===== src/rtl/nn_pkg.sv =====
// Shared definitions for the neuron MAC engine: default data format,
// accumulator sizing helper and the frame-control state encoding.
package nn_pkg;

    localparam int DATA_W    = 16;
    localparam int FRAC_BITS = 12;

    // Wide enough to hold the sum of n full-width products without overflow.
    function automatic int acc_width(input int n, input int dw);
        return 2 * dw + $clog2(n);
    endfunction

    typedef enum logic [1:0] {
        ACC   = 2'd0,
        DRAIN = 2'd1,
        OUT   = 2'd2
    } mac_state_t;

endpackage


===== src/rtl/neuron_mac_relu_sat.sv =====
// relu_sat: rescales the wide fixed-point sum back to the activation format,
// narrows it to dataWidth and applies ReLU.
// Build option: NEURON_SAT_EN clamps the rescaled value to the signed
// dataWidth range before ReLU; without it the low dataWidth bits are kept.
module relu_sat
    import nn_pkg::*;
#(
    parameter int inW       = 2 * DATA_W + 5,
    parameter int dataWidth = DATA_W,
    parameter int fracBits  = FRAC_BITS
) (
    input  logic [inW-1:0]       sum,
    output logic [dataWidth-1:0] y
);

    logic signed [inW-1:0]       scaled;
    logic        [dataWidth-1:0] narrow;

`ifdef NEURON_SAT_EN
    localparam logic signed [inW-1:0] MAX_V =
        {{(inW - dataWidth + 1){1'b0}}, {(dataWidth - 1){1'b1}}};
    localparam logic signed [inW-1:0] MIN_V = ~MAX_V;

    // Arithmetic shift floors toward -inf, then clamp into range.
    always_comb begin
        scaled = $signed(sum) >>> fracBits;
        if (scaled > MAX_V) begin
            narrow = MAX_V[dataWidth-1:0];
        end else if (scaled < MIN_V) begin
            narrow = MIN_V[dataWidth-1:0];
        end else begin
            narrow = scaled[dataWidth-1:0];
        end
        y = narrow[dataWidth-1] ? '0 : narrow;
    end
`else
    // High bits are dropped on purpose: wrap-around narrowing.
    logic unused_hi;
    assign unused_hi = ^scaled[inW-1:dataWidth];

    // Arithmetic shift floors toward -inf, then keep the low bits.
    always_comb begin
        scaled = $signed(sum) >>> fracBits;
        narrow = scaled[dataWidth-1:0];
        y      = narrow[dataWidth-1] ? '0 : narrow;
    end
`endif

endmodule


===== src/rtl/neuron_mac.sv =====
// neuron_mac: per-neuron multiply-accumulate engine. Streams numWeight
// activations, reads the matching weights in lockstep, accumulates the
// products, adds the bias and emits one ReLU'd activation per frame.
// Build option: NEURON_SAT_EN (saturating narrowing inside relu_sat).
//
// Handshake: an activation transfers on a rising edge where
// in_valid && in_ready. in_ready is registered and only high in ACC;
// offers made while it is low are ignored, so upstream must hold its data.
// out_valid is a one-cycle pulse; out_data holds until the next frame.
module neuron_mac
    import nn_pkg::*;
#(
    parameter int numWeight    = 30,
    parameter int addressWidth = (numWeight > 1) ? $clog2(numWeight) : 1,
    parameter int dataWidth    = DATA_W,
    parameter int fracBits     = FRAC_BITS,
    parameter logic [dataWidth-1:0] biasValue = '0
) (
    input  logic                    clk,
    input  logic                    rst,
    input  logic                    in_valid,
    input  logic [dataWidth-1:0]    in_data,
    output logic                    in_ready,
    output logic                    w_ren,
    output logic [addressWidth-1:0] w_radd,
    input  logic [dataWidth-1:0]    w_data,
    output logic                    out_valid,
    output logic [dataWidth-1:0]    out_data,
    output logic [1:0]              state_dbg
);

    localparam int ACC_W  = acc_width(numWeight, dataWidth);
    localparam int PROD_W = 2 * dataWidth;
    // One spare bit so adding the scaled bias can never wrap.
    localparam int SUM_W  = ACC_W + 1;
    localparam logic [addressWidth-1:0] LAST_IDX = addressWidth'(numWeight - 1);

    mac_state_t              state;
    logic [addressWidth-1:0] idx;
    logic                    drain_cnt;
    logic                    accept;
    logic                    valid1;
    logic                    valid2;
    logic [dataWidth-1:0]    in_d1;
    logic [PROD_W-1:0]       prod;
    logic [ACC_W-1:0]        acc;
    logic [SUM_W-1:0]        sum;
    logic [dataWidth-1:0]    relu_y;

    assign accept    = in_valid && in_ready;
    assign w_ren     = accept;
    assign w_radd    = idx;
    assign state_dbg = state;

    assign sum = SUM_W'($signed(acc)) + (SUM_W'($signed(biasValue)) <<< fracBits);

    relu_sat #(
        .inW       (SUM_W),
        .dataWidth (dataWidth),
        .fracBits  (fracBits)
    ) u_relu_sat (
        .sum (sum),
        .y   (relu_y)
    );

    // Frame control: count accepts, drain the 2-deep pipeline, emit result.
    always_ff @(posedge clk or posedge rst) begin
        if (rst) begin
            state     <= ACC;
            idx       <= '0;
            drain_cnt <= 1'b0;
            in_ready  <= 1'b0;
            out_valid <= 1'b0;
            out_data  <= '0;
        end else begin
            out_valid <= 1'b0;
            case (state)
                ACC: begin
                    in_ready <= 1'b1;
                    if (accept) begin
                        if (idx == LAST_IDX) begin
                            idx       <= '0;
                            drain_cnt <= 1'b0;
                            in_ready  <= 1'b0;
                            state     <= DRAIN;
                        end else begin
                            idx <= idx + addressWidth'(1);
                        end
                    end
                end
                DRAIN: begin
                    in_ready  <= 1'b0;
                    drain_cnt <= 1'b1;
                    if (drain_cnt) begin
                        state <= OUT;
                    end
                end
                OUT: begin
                    out_valid <= 1'b1;
                    out_data  <= relu_y;
                    in_ready  <= 1'b1;
                    state     <= ACC;
                end
                default: begin
                    in_ready <= 1'b0;
                    state    <= ACC;
                end
            endcase
        end
    end

    // Datapath: align activation with its weight, multiply, accumulate.
    always_ff @(posedge clk or posedge rst) begin
        if (rst) begin
            valid1 <= 1'b0;
            valid2 <= 1'b0;
            in_d1  <= '0;
            prod   <= '0;
            acc    <= '0;
        end else begin
            valid1 <= accept;
            valid2 <= valid1;
            if (accept) begin
                in_d1 <= in_data;
            end
            if (valid1) begin
                prod <= $signed(in_d1) * $signed(w_data);
            end
            if (state == OUT) begin
                acc <= '0;
            end else if (valid2) begin
                acc <= acc + ACC_W'($signed(prod));
            end
        end
    end

endmodule


===== config.mk =====
export PLATFORM = sky130hd
export DESIGN_NAME = neuron_mac
export DESIGN_NICKNAME = d
export VERILOG_FILES = /design/src/rtl/nn_pkg.sv /design/src/rtl/neuron_mac_relu_sat.sv /design/src/rtl/neuron_mac.sv
export SDC_FILE = /design/constraint.sdc
export NUM_CORES = 1
export LEC_CHECK = 0
export ABC_AREA = 1
export BUFFER_PORTS_ARGS = -buffer_cell sky130_fd_sc_hd__buf_2
export CORE_MARGIN = 3
export CORE_UTILIZATION = 59
export CTS_CLUSTER_DIAMETER = 50
export DETAILED_ROUTE_END_ITERATION = 6
export GPL_TIMING_DRIVEN = 0
export PLACE_DENSITY_LB_ADDON = 0.12
export RECOVER_POWER = 25
export SETUP_SLACK_MARGIN = 0.2
export SLEW_MARGIN = 20
export SYNTH_ARGS = -nofsm -noshare
export SYNTH_HDL_FRONTEND = slang
export SYNTH_HIERARCHICAL = 1
export SYNTH_SLANG_ARGS = --single-unit

===== constraint.sdc =====
create_clock -name clk -period 5.8 [get_ports clk]
set_input_delay 1.16 -clock clk [delete_from_list [all_inputs] [get_ports clk]]
set_output_delay 1.16 -clock clk [all_outputs]
set_load 0.005 [all_outputs]

==> results.py, run 1 <==
metrics = {
    "status": {
        "status": "finished with violations",
        "violations": "max-capacitance violations, max-slew violations, negative setup slack",
    },
    "cells_and_area": {
        "final_cell_mix": "nand2_1, inv_1, fa_1",
        "fin_nets": 2581,
        "fin_util_pct": 71.7,
        "layout_commonest_cell": "nand2_1",
        "syn_to_final_growth_pct": 18.3,
        "drive_gt1_share_pct": 18.8,
        "antenna_cells": 0,
    },
    "placement": {
        "port_buffers": 45,
        "dp_slack_ps": -781,
        "place.gp.congestion": 0.961,
        "hpwl_um": 34100,
    },
    "worst_setup_path": {
        "critPathBufInv": 7,
        "slowest_stage": "fa_2",
        "worstPathCellList": "clkbuf_16 -> clkbuf_16 -> nand2_4 -> inv_2 -> fa_2 -> buf_4 -> fa_1 -> fa_2 -> fa_2 -> fa_1 -> inv_1 -> fa_1 -> inv_1 -> ha_4 -> nand2_2 -> nor2_4 -> inv_4 -> nor3_4 -> nand3_2 -> nand3_2 -> nand2_2 -> nand3_2 -> nand2_1",
        "cp.required_ps": 6050,
        "max_stage_delay_ps": 630,
        "start_kind": "primary input",
        "r2r_slack_ps": 10,
        "path_max_fanout": 6,
        "critPathKind": "primary input to register",
        "cp_data_arrival_time_ps": 6120,
        "ff2ff_path_depth": 23,
        "r2r-end": "prod[26]$_DFFE_PP0P_",
        "cp-end-kind": "register",
        "r2r_start": "in_d1[6]$_DFFE_PP0P_",
        "cp_top_family": "adder cells",
    },
    "detailed_routing": {
        "wl_per_cell_um": 16.9,
        "antenna_left": 0,
        "routed_via_density": 5.27,
        "routed_wl_um": 42800,
        "drt_iter0_drc": 1024,
        "drc": 0,
        "drt-pass1-iter-count": 5,
        "via_count": 13400,
    },
    "clocking": {
        "clock_tree.root_cell": "clkbuf_16",
        "cts_inserted_buffers": 9,
        "ctsHtreeMaxLevel": 3,
        "cts_tree": "yes",
        "cts_buffer_depth": 2,
        "cts.sinks": 100,
        "clk_latency_ps": 370,
        "path_clk_slew_ps": 80,
    },
    "grt": {
        "grt_antenna_before_repair": 1,
        "grt_pass1_wl_um": 70200,
        "track_usage_pct": 31.7,
        "grt_pass1_vias": 13900,
        "grt_overflow": 0,
        "grt_max_degree": 68,
    },
    "floorplanning": {
        "dieArea_mm2": 0.0280,
        "start_util_pct": 60.6,
        "chipHeight_um": 167,
        "core.rowCount": 58,
        "coreArea_mm2": 0.0254,
        "die_w_um": 167,
        "io_pins": 61,
    },
    "hold_path": {
        "holdPathStages": 0,
        "worstHoldStart": "valid1$_DFF_PP0_",
        "hp-class": "register to register",
        "hold_path_end": "valid2$_DFF_PP0_",
    },
    "sta": {
        "hold-worst-slack_ps": 390,
        "rsz0062_at_grt": "true",
        "setup_tns_ps": -146,
        "min_period_ps": 5870,
        "skew_ps": 15.4,
        "slew_headroom_pct": -109,
        "drv_slew": 68,
        "hold_viol_final": 0,
        "period_share_pct": 101,
        "finalSetupViolations": 5,
        "fmax_mhz": 170,
        "worst_slack_ps": -66.6,
        "tightest_slew_ps": 3130,
    },
    "flow_run": {
        "maxCapViolCount": 1,
    },
    "yosys": {
        "yosys_warnings": 6,
        "netlist_area_mm2": 0.0154,
        "synth_cells": 2089,
        "synth_nets": 2472,
        "syn_avg_cell_area_um2": 7.36,
    },
}
## sequential cells by signal, indices dropped and copies added (netlist names)
| signal | cells |
|---|---|
| drain_cnt | 1 |
| valid2 | 1 |
| in_d1 | 16 |
| state_dbg | 2 |
| in_ready | 1 |
| prod | 28 |
| out_data | 16 |
| acc | 28 |
| w_radd | 5 |
| valid1 | 1 |
| out_valid | 1 |
## what timing repair did
action | CTS | global route
endpoints found under the setup margin | 18 | 18
gates resized for setup | 144 | 146
hold buffers | 0 | 0
endpoints found under the hold margin | 0 | 0
setup buffers | 25 | 23
pin swaps | 57 | 104
cloned | 2 | 2
## routing by layer
| metal | routed length, um | GRT usage, % | part of all wire, % |
|---|---|---|---|
| met5 | 0 | 0 | 0 |
| met3 | 3770 | 7.32 | 8.8 |
| met1 | 18900 | 46.0 | 44 |
| met4 | 1360 | 9.43 | 3.2 |
| met2 | 18800 | 48.0 | 44 |
## cell type report
class / count / area [um^2]
buffer: 83 / 857
clock buffer: 9 / 225
clock inverter: 7 / 91.3
fill: 2115 / 7200
inverter: 532 / 2010
multi-input combinational: 1374 / 11400
sequential: 100 / 2500
tap: 330 / 413
timing repair buffer: 98 / 706
## worst max-delay path by stage
stage,start,endpoint,depth (start not counted),slack [ps]
2_1_floorplan,w_data[3],prod[27]$_DFFE_PP0P_,22,-9
3_3_place_gp,w_data[15],prod[20]$_DFFE_PP0P_,24,-760
3_5_place_dp,w_data[15],prod[20]$_DFFE_PP0P_,24,-780
4_1_cts,w_data[3],prod[27]$_DFFE_PP0P_,22,-1
5_1_grt,w_data[3],prod[25]$_DFFE_PP0P_,20,-220
6_report,w_data[3],prod[25]$_DFFE_PP0P_,23,-70
## through the flow
step	instance area (um^2)	cells
after floorplan	15900	2089
final	18200	2533
after CTS	17600	2508
after global placement	16500	2464
after global routing	18200	2533
after detailed placement	16600	2465
## worst reg2reg max path: stages (launching register included)
cell and delay (ps):
dfrtp_1 330, clkbuf_2 320, buf_2 370, nand2_1 120
fa_1 500, inv_1 60, fa_1 480, fa_1 520
fa_1 550, fa_1 580, inv_2 50, fa_1 530
inv_2 50, ha_4 290, nand2_4 70, nor2_4 120
inv_2 70, nor3_4 190, buf_4 150, nand3_2 80
nand3_1 90, nand2_1 50, nand3_1 80, nand2_1 60
Power of run 1 is not shown: default switching activity piles up to over one toggle a cycle in this logic, so the estimate is an artifact.
==> run 2, diff against run 1 <==
--- a/config.mk
+++ b/config.mk
@@ -7,11 +7,13 @@
 export LEC_CHECK = 0
 export ABC_AREA = 1
 export BUFFER_PORTS_ARGS = -buffer_cell sky130_fd_sc_hd__buf_2
+export CAP_MARGIN = 30
 export CORE_MARGIN = 3
-export CORE_UTILIZATION = 59
+export CORE_UTILIZATION = 66
 export CTS_CLUSTER_DIAMETER = 50
 export DETAILED_ROUTE_END_ITERATION = 6
 export GPL_TIMING_DRIVEN = 0
+export HOLD_SLACK_MARGIN = 0.06
 export PLACE_DENSITY_LB_ADDON = 0.12
 export RECOVER_POWER = 25
 export SETUP_SLACK_MARGIN = 0.2
==> constraint.sdc (replaced) <==
create_clock -name clk -period 6.2 [get_ports clk]
set_input_delay 1.24 -clock clk [delete_from_list [all_inputs] [get_ports clk]]
set_output_delay 1.24 -clock clk [all_outputs]
set_load 0.005 [all_outputs]
==> run 2 against run 1 <==
Effect of this change: the flow finishes with violations (max-capacitance violations, max-slew violations); setup slack better by 360 ps; die area down 10%; first-iteration DRC count up 19%; wire length down 1.7%; critical path depth unchanged; clock-buffer cell count unchanged; final cell count down 0.95%; sequential cell count unchanged; non-clock buffer count down 8.
==> results.py, run 2 (synthesis gave the netlist of run 1 again) <==
metrics = {
    "detailed_routing": {
        "via_count": 13400,
        "routed_wl_um": 42100,
        "drt-pass1-iter-count": 5,
        "routed_via_density": 5.33,
        "drc": 0,
        "antenna_left": 0,
        "wl_per_cell_um": 16.8,
        "drt_iter0_drc": 1221,
    },
    "worst_setup_path": {
        "cp-end-kind": "register",
        "r2r_slack_ps": 380,
        "path_max_fanout": 9,
        "cp_data_arrival_time_ps": 6150,
        "r2r_start": "in_d1[6]$_DFFE_PP0P_",
        "r2r-end": "prod[26]$_DFFE_PP0P_",
        "critPathKind": "primary input to register",
        "ff2ff_path_depth": 25,
        "start_kind": "primary input",
        "cp.required_ps": 6450,
    },
    "clocking": {
        "clock_tree.root_cell": "clkbuf_16",
        "cts.sinks": 100,
        "hold_buffers": 0,
        "ctsHtreeMaxLevel": 3,
        "path_clk_slew_ps": 80,
        "cts_tree": "yes",
        "cts_buffer_depth": 2,
        "cts_inserted_buffers": 9,
        "clk_latency_ps": 370,
    },
    "grt": {
        "grt_max_degree": 76,
        "grt_pass1_wl_um": 66900,
        "grt_overflow": 0,
        "track_usage_pct": 34.6,
        "grt_pass1_vias": 13300,
        "grt_antenna_before_repair": 0,
    },
    "sta": {
        "period_share_pct": 95.2,
        "worst_slack_ps": 296,
        "tightest_slew_ps": 3620,
        "rsz0062_at_grt": "true",
        "drv_slew": 76,
        "skew_ps": 11.4,
        "finalSetupViolations": 0,
        "hold_viol_final": 0,
        "slew_headroom_pct": -142,
        "fmax_mhz": 169,
        "min_period_ps": 5900,
    },
    "cells_and_area": {
        "drive_gt1_share_pct": 15.8,
        "layout_commonest_cell": "nand2_1",
        "final_cells": 2509,
        "top_regs": "acc (28), prod (28)",
        "final_cell_mix": "nand2_1, inv_1, fa_1",
        "syn_to_final_growth_pct": 14.9,
        "fin_nets": 2573,
    },
    "hold_path": {
        "hp-class": "register to register",
        "worstHoldStart": "valid1$_DFF_PP0_",
        "hold_path_end": "valid2$_DFF_PP0_",
        "holdPathStages": 0,
    },
    "placement": {
        "dpl.cell_count": 2448,
        "dp_slack_ps": -659,
        "hpwl_um": 33200,
        "place.gp.congestion": 0.968,
        "port_buffers": 45,
    },
    "status": {
        "status": "finished with violations",
        "violations": "max-capacitance violations, max-slew violations",
    },
    "floorplanning": {
        "die_w_um": 159,
        "coreArea_mm2": 0.0228,
        "chipHeight_um": 159,
        "start_util_pct": 67.5,
        "dieArea_mm2": 0.0252,
        "io_pins": 61,
        "core.rowCount": 55,
    },
    "flow_run": {
        "maxCapViolCount": 1,
    },
}
-- run 2: how the worst max path moves through the flow --
| stage | startpoint | end | slack (ps) | cells past startpoint |
|---|---|---|---|---|
| after floorplan | w_data[6] | prod[27]$_DFFE_PP0P_ | 210 | 22 |
| after global placement | w_data[10] | prod[25]$_DFFE_PP0P_ | -630 | 22 |
| after detailed placement | w_data[10] | prod[25]$_DFFE_PP0P_ | -660 | 22 |
| after CTS | w_data[3] | prod[25]$_DFFE_PP0P_ | 170 | 19 |
| after global routing | rst | in_d1[0]$_DFFE_PP0P_ | 130 | 3 |
| final | w_data[1] | prod[26]$_DFFE_PP0P_ | 300 | 23 |
-- run 2: layout make-up --
type / count / area [um^2]
fill: 1637 / 5100
buffer: 83 / 677
clock buffer: 9 / 225
inverter: 532 / 2000
sequential: 100 / 2500
clock inverter: 7 / 76.3
multi-input combinational: 1374 / 11200
antenna: 1 / 2.50
tap: 313 / 392
timing repair buffer: 90 / 632
-- run 2: metrics by stage --
stage / setup TNS, ps / hold slack [ps] / cell area (um^2) / util, %
after floorplan: 0 / 352 / 15500 / -
after global placement: -6600 / 370 / 16100 / 70.8
after detailed placement: -7100 / 378 / 16200 / 70.9
after CTS: 0 / 413 / 16800 / 73.9
after global routing: 0 / 428 / 17700 / 77.6
final: 0 / 409 / 17700 / 77.6
-- run 2: timing repair --
item | CTS | global route
cloned | 1 | 2
setup endpoints to repair | 17 | 17
buffers inserted | 5 | 36
resized for setup | 71 | 234
endpoints found under the hold margin | 0 | 0
pin swaps | 9 | 93
-- run 2: critical path, cell delays in order --
cell and delay, ps:
buf_4 170, buf_8 160, nand2_1 80, fa_1 590, fa_2 430, fa_1 500
inv_1 60, fa_1 480, fa_1 510, inv_2 40, fa_1 570, inv_2 60
ha_4 320, nand2_4 80, nor2_4 120, inv_2 60, nor3_4 210, buf_6 140
nand3_4 90, nand3_2 70, nand2_1 50, nand3_1 70, nand2_1 50
-- run 2: metal layers --
layer / global-route usage (%) / share of wire, % / vias up
met2: 53.6 / 45 / 572
met1: 48.0 / 41 / 6430
li1: - / - / 6262
met4: 11.6 / 3.7 / 0
met5: 0 / 0 / -
met3: 8.86 / 10 / 115
Power of run 2 is left out for the same reason.
